File: src/rtl/bcd_pkg.sv
// Shared types and sizing helpers for the product-to-BCD conversion block.
package bcd_pkg;

  typedef enum logic [1:0] {IDLE, CONVERT, DONE} conv_state_t;

  localparam int IN_W_DEF   = 16;
  localparam int DIGITS_DEF = 5;

  function automatic int count_width(input int in_w);
    return (in_w > 1) ? $clog2(in_w) : 1;
  endfunction

endpackage

File: src/rtl/bcd_add3.sv
// Double-dabble digit correction: adds 3 to any BCD digit of 5 or more.
module bcd_add3 (
  input  logic [3:0] digit,
  output logic [3:0] adj
);

  always_comb adj = (digit >= 4'd5) ? digit + 4'd3 : digit;

endmodule

File: src/rtl/product_bcd_converter.sv
// Sequential double-dabble converter: multiplier product -> sign + packed BCD digits.
// Define SIGNED_INPUT_EN to treat the product as two's complement; otherwise it is unsigned.
module product_bcd_converter
  import bcd_pkg::*;
#(
  parameter int IN_W   = IN_W_DEF,
  parameter int DIGITS = DIGITS_DEF
) (
  input  logic                  clk,
  input  logic                  reset,
  input  logic                  start,
  input  logic [IN_W-1:0]       product,
  output logic                  busy,
  output logic                  done,
  output logic                  sign_out,
  output logic [4*DIGITS-1:0]   bcd_out,
  output logic [DIGITS-1:0]     blank_out
);

  localparam int                CNT_W     = count_width(IN_W);
  localparam int                BCD_W     = 4 * DIGITS;
  localparam logic [CNT_W-1:0]  LAST_STEP = CNT_W'(IN_W - 1);
  localparam logic [DIGITS-1:0] BLANK_RST = {{(DIGITS-1){1'b1}}, 1'b0};

  conv_state_t      state, state_next;
  logic [IN_W-1:0]  mag, mag_load;
  logic             sign_lat, sign_load;
  logic [BCD_W-1:0] scratch, scratch_adj, scratch_shift;
  logic [CNT_W-1:0] count;

  // Bit i marks digit i blank when it and every higher digit are zero; the units digit always shows.
  function automatic logic [DIGITS-1:0] blank_mask(input logic [BCD_W-1:0] bcd);
    logic [DIGITS-1:0] m;
    logic              all_zero;
    all_zero = 1'b1;
    m        = '0;
    for (int i = DIGITS - 1; i > 0; i--) begin
      all_zero = all_zero & (bcd[4*i +: 4] == 4'd0);
      m[i]     = all_zero;
    end
    return m;
  endfunction

`ifdef SIGNED_INPUT_EN
  assign sign_load = product[IN_W-1];
  assign mag_load  = sign_load ? (~product + IN_W'(1)) : product;
`else
  assign sign_load = 1'b0;
  assign mag_load  = product;
`endif

  for (genvar g = 0; g < DIGITS; g++) begin : g_add3
    bcd_add3 u_add3 (
      .digit (scratch[4*g +: 4]),
      .adj   (scratch_adj[4*g +: 4])
    );
  end

  assign scratch_shift = {scratch_adj[BCD_W-2:0], mag[IN_W-1]};

  always_ff @(posedge clk) begin
    if (reset) state <= IDLE;
    else       state <= state_next;
  end

  always_comb begin
    state_next = state;
    busy       = 1'b0;
    done       = 1'b0;
    case (state)
      IDLE:    if (start) state_next = CONVERT;
      CONVERT: begin
        busy = 1'b1;
        if (count == LAST_STEP) state_next = DONE;
      end
      DONE: begin
        busy       = 1'b1;
        done       = 1'b1;
        state_next = IDLE;
      end
      default: state_next = IDLE;
    endcase
  end

  // Load on start, one add-3/shift step per CONVERT cycle, publish on the final step.
  always_ff @(posedge clk) begin
    if (reset) begin
      mag       <= '0;
      scratch   <= '0;
      count     <= '0;
      sign_lat  <= 1'b0;
      sign_out  <= 1'b0;
      bcd_out   <= '0;
      blank_out <= BLANK_RST;
    end else begin
      case (state)
        IDLE: if (start) begin
          mag      <= mag_load;
          scratch  <= '0;
          count    <= '0;
          sign_lat <= sign_load;
        end
        CONVERT: begin
          scratch <= scratch_shift;
          mag     <= {mag[IN_W-2:0], 1'b0};
          count   <= count + CNT_W'(1);
          if (count == LAST_STEP) begin
            sign_out  <= sign_lat & (scratch_shift != '0);
            bcd_out   <= scratch_shift;
            blank_out <= blank_mask(scratch_shift);
          end
        end
        default: ;
      endcase
    end
  end

endmodule

File: config.mk
export PLATFORM = sky130hd
export DESIGN_NAME = product_bcd_converter
export DESIGN_NICKNAME = d
export VERILOG_FILES = /design/src/rtl/bcd_pkg.sv /design/src/rtl/bcd_add3.sv /design/src/rtl/product_bcd_converter.sv
export SDC_FILE = /design/constraint.sdc
export NUM_CORES = 1
export LEC_CHECK = 0
export CAP_MARGIN = 20
export CORE_ASPECT_RATIO = 2
export CORE_MARGIN = 2
export CORE_UTILIZATION = 35
export CTS_CLUSTER_SIZE = 10
export DETAILED_ROUTE_END_ITERATION = 10
export GPL_TIMING_DRIVEN = 0
export HOLD_SLACK_MARGIN = 0.05
export SLEW_MARGIN = 40
export SYNTH_ARGS = -nofsm -noshare
export SYNTH_HDL_FRONTEND = slang
export SYNTH_SLANG_ARGS = --single-unit
File: constraint.sdc
create_clock -name clk -period 2.45 [get_ports clk]
set_input_delay 0.3675 -clock clk [delete_from_list [all_inputs] [get_ports clk]]
set_output_delay 0.3675 -clock clk [all_outputs]
set_load 0.01 [all_outputs]
==> impl_summary.md <==
Outcome
The flow ran to the end, and the final reports show no timing, DRC or antenna violations.

Place
The number of buffers added on ports is 43. The post-detailed-placement half-perimeter wirelength is 6.532 mm. The weighted congestion reported at the end of routability-driven placement is 0.7978. The worst setup slack after placement is about 0.47 ns. The standard cell area after detailed placement is 3950 um^2.

Floorplan
The core region area is 9384 um^2. The die is 73.55 um wide. The initial utilization of the core area, before any placement, comes to a little over a third. The floorplan step defined a die boundary enclosing around 11000 um^2.

The floorplan step set the die height to 143.1 um. The total I/O pin count is 47. The floorplan row count is 50.

STA
Setup repair after global routing left no endpoint under its margin. The final setup violation count is 0. The worst-case clock skew is approximately 0.0055 ns. The worst slew slack as a fraction of its limit is 57.81%. Across all setup checks in the final design, the least slack found is ~0.46 ns. The number of failing hold endpoints at the final stage came to 0. In the finished design, the share of the clock period the worst path needs comes to 81.34%. Static timing analysis puts the maximum clock frequency at 501.8 MHz. Summed over all failing endpoints, the final setup total negative slack is 0 ns.

The minimum clock period after layout is 1.993 ns. The number of pins exceeding their max-slew limit in the final report is 0. At the pin with the least slew margin, the transition time is 0.6328 ns.

Layout
The post-route cell area is 4255 um^2. Relative to the synthesized area, the layout overhead comes to 25.68%. The final antenna diode count is 0.

Cells fill a little under half of the core in the end. The share of post-route cells with drive strength above 1 is between 10 and 15%. The count of nets after finishing is ~490.

Critical path
The critical path goes through inv_1, ha_1, nand2b_1, a21oi_1, mux2i_1, nand4_2, o31ai_2. The critical path arrival is 2.24 ns. The largest incremental delay on the critical path is 0.40 ns. The nature of the critical path startpoint is a flip-flop.

The worst register-to-register path begins at scratch[17]$_SDFFE_PP0P_. The category of the worst setup path capture point is a flip-flop. The terminus of the critical flop-to-flop path is blank_out[1]$_SDFFE_PP1P_. The data required time at the worst endpoint is between 2 and 3 ns. The register-to-register setup slack is 0.46 ns. Among all stages on the critical path, the largest delay is contributed by mux2i_1. The count of buffering cells on the critical path with inverters included is 1. The largest fanout on the critical path is 4. The cell count of the worst reg-to-reg path is 7. The critical setup path kind is flip-flop to flip-flop.

The dominant delay contributor by cell family on the critical path is compound AO/OA/AOI/OAI gates.

Min path
The tightest min-delay check is of the flip-flop to flip-flop type. The startpoint of the most critical hold path is bcd_out[2]$_SDFFE_PP0P_. The worst hold path terminates at bcd_out[2]$_SDFFE_PP0P_. The worst hold path passes through 2 cells.

Global routing
For this run the aggregate overflow at the end of global routing stands at 0. The number of antenna violations at the first check in global routing is 0. Entering global routing, the biggest net connects 11 pins.

The first global-routing pass estimated between 10 and 15 mm of wire. The total routing usage reported by global routing is 17.49%. The via count of the first global-routing pass is 2913.

Clock network
The number of H-tree levels is 3. The total CTS buffers is 9. The clock input transition at the sequential cells of the worst setup and hold paths is 0.05 ns. The maximum clock insertion buffer count is 2. After clock tree synthesis, the setup repair step added 0 buffers.

The later pin in the worst-skew pair is clocked with a latency of 0.33 ns. The total number of clock tree sinks is 66. The quantity of hold-fixing buffers added after cts is 0.

The cell at the root of the clock tree is clkbuf_16. The number of gates resized after CTS was 0. TritonCTS built the clock tree.

Detailed routing
The total iterations of the first detailed-routing run is 4. The final routed DRC violation total is 0. The final layout contains routed wiring with a total length of 8.586 mm.

The number of vias per cell after detailed routing is between 5 and 6. The detailed router finished its first iteration with 150 violations. The routed layout has roughly 3.1k vias. The count of nets left with antenna violations once routing finished came out at 0. After detailed routing, the average wire length per cell comes to 15.25 um.

Synth
Yosys printed 0 warnings. After synthesis the netlist holds a flip-flop and latch count of 66. Synthesis produced 400 cells. For this run, the register share of the synthesized area comes to 39.02%. The post-synthesis area per instance is 8.464 um^2. The cell area after synthesis is approximately 3400 um^2. The number of different library cells used by synthesis comes to 38.

Pwr
IR analysis of the VDD net gives a maximum drop of roughly 0.42 mV. The static leakage is 1.614 nW. The power density over the cells is 653.1 nW/um^2.

Flow run
The number of max-cap violations is 0.
-- worst min-delay path: cells and delay by family (launching register included) --
family	cells	cell delay [ns]
AND/OR/NAND/NOR	1	0.05
flip-flops	1	0.30
AO/OA/AOI/OAI	1	0.05
-- report_power, final --
part	internal [W]	total (W)	switching [W]
logic	0.000144	0.000315	0.000171
registers	0.00111	0.00115	0.0000353
clock network	0.000863	0.00132	0.000454
-- kinds of logic after synthesis --
group | Yosys count | synth area share, %
simple gates | 123 | 16.96
xor+xnor | 5 | 1.293
other cells | 1 | 0.1108
buf+inv | 44 | 6.282
fa+ha+maj | 14 | 5.174
compound gates | 122 | 23.13
mux | 25 | 8.019
flops | 66 | 39.02
-- stage by stage --
stage                     total power [W]  std cells  hold slack (ns)
final                            0.002779        563           0.4515
after global routing             0.002893        563           0.4817
after CTS                        0.002809        563           0.4534
after detailed placement         0.001485        548           0.4459
after global placement           0.001476        548           0.4426
after floorplan                  0.001382        401           0.4457
-- cells in the mapped netlist --
master | count | area, um^2
a21oi_1 | 50 | 250.2
o221a_2 | 1 | 11.26
and3b_1 | 2 | 17.52
o22ai_1 | 15 | 93.84
buf_4 | 10 | 75.07
and2_1 | 4 | 25.02
ha_1 | 14 | 175.2
mux2i_2 | 1 | 13.76
a32oi_1 | 1 | 8.760
nor2_2 | 1 | 6.260
buf_1 | 1 | 3.750
nand3_1 | 9 | 45.04
nand4_2 | 2 | 25.02
o21ai_2 | 2 | 17.52
buf_2 | 8 | 40.04
inv_2 | 1 | 3.750
nor3_1 | 5 | 25.02
o31ai_2 | 1 | 12.51
nand2b_1 | 5 | 31.28
o21ai_0 | 9 | 45.04
a211oi_1 | 9 | 67.56
clkinv_1 | 1 | 3.750
nand2b_4 | 1 | 13.76
a21o_1 | 2 | 15.01
nor2_1 | 40 | 150.1
dfxtp_1 | 66 | 1321
clkbuf_1 | 10 | 37.54
nand2_1 | 45 | 168.9
o221ai_1 | 14 | 122.6
nor3b_1 | 8 | 60.06
mux2i_1 | 10 | 100.1
a2bb2oi_1 | 3 | 26.28
inv_1 | 13 | 48.80
or3_1 | 1 | 6.260
a22oi_1 | 15 | 112.6
xnor2_1 | 5 | 43.79
conb_1 | 1 | 3.750
mux2_2 | 14 | 157.7
-- cell type report --
type,instances,area (um^2)
plain buffers,29,156.4
clock buffers,13,270.3
clock inverters,2,35.03
fillers,936,5129
inverters,15,56.30
multi-input cells,291,1856
flip-flops and latches,66,1321
well taps,104,130.1
repair buffers,43,430.4
-- metal layers --
| metal | vias to the layer above | GRT usage, % | wire length [um] |
|---|---|---|---|
| li1 | 1549 | - | - |
| met1 | 1451 | 18.40 | 3322 |
| met2 | 76 | 30.97 | 4679 |
| met3 | 22 | 2.329 | 221 |
| met4 | 0 | 11.77 | 362 |
| met5 | - | 0 | 0 |
-- worst max-delay path by stage --
stage                              from                   endpoint  slack (ns)  depth (start not counted)
5_1_grt        scratch[17]$_SDFFE_PP0P_  blank_out[1]$_SDFFE_PP1P_        0.30                          7
3_5_place_dp                      start   scratch[18]$_SDFFE_PP0P_        0.47                          7
4_1_cts        scratch[17]$_SDFFE_PP0P_  blank_out[1]$_SDFFE_PP1P_        0.46                          7
6_report       scratch[17]$_SDFFE_PP0P_  blank_out[1]$_SDFFE_PP1P_        0.46                          7
2_1_floorplan  scratch[13]$_SDFFE_PP0P_  blank_out[1]$_SDFFE_PP1P_        0.74                          7
3_3_place_gp                      start   scratch[18]$_SDFFE_PP0P_        0.50                          7
-- state kept, by name (all words and copies together), names as in the netlist --
signal,cells
count,4
blank_out,4
scratch,20
state,2
mag,16
bcd_out,20
-- cells in the final DEF, fill, tap and decap left out, types with 4 or more instances in the layout --
cell type,n
buf_2,8
nor3b_1,8
a211oi_1,9
clkbuf_16,9
o22ai_1,15
ha_1,14
mux2_2,14
buf_4,10
inv_1,13
nand2_1,45
nand2b_1,5
nand3_1,9
nor3_1,5
nor2_1,40
clkdlybuf4s50_1,43
a21oi_1,50
clkbuf_1,11
o221ai_1,14
mux2i_1,10
xnor2_1,5
a22oi_1,15
dfxtp_1,66
o21ai_0,9
and2_1,4
Note: power is estimated with default switching activity, not from simulation.
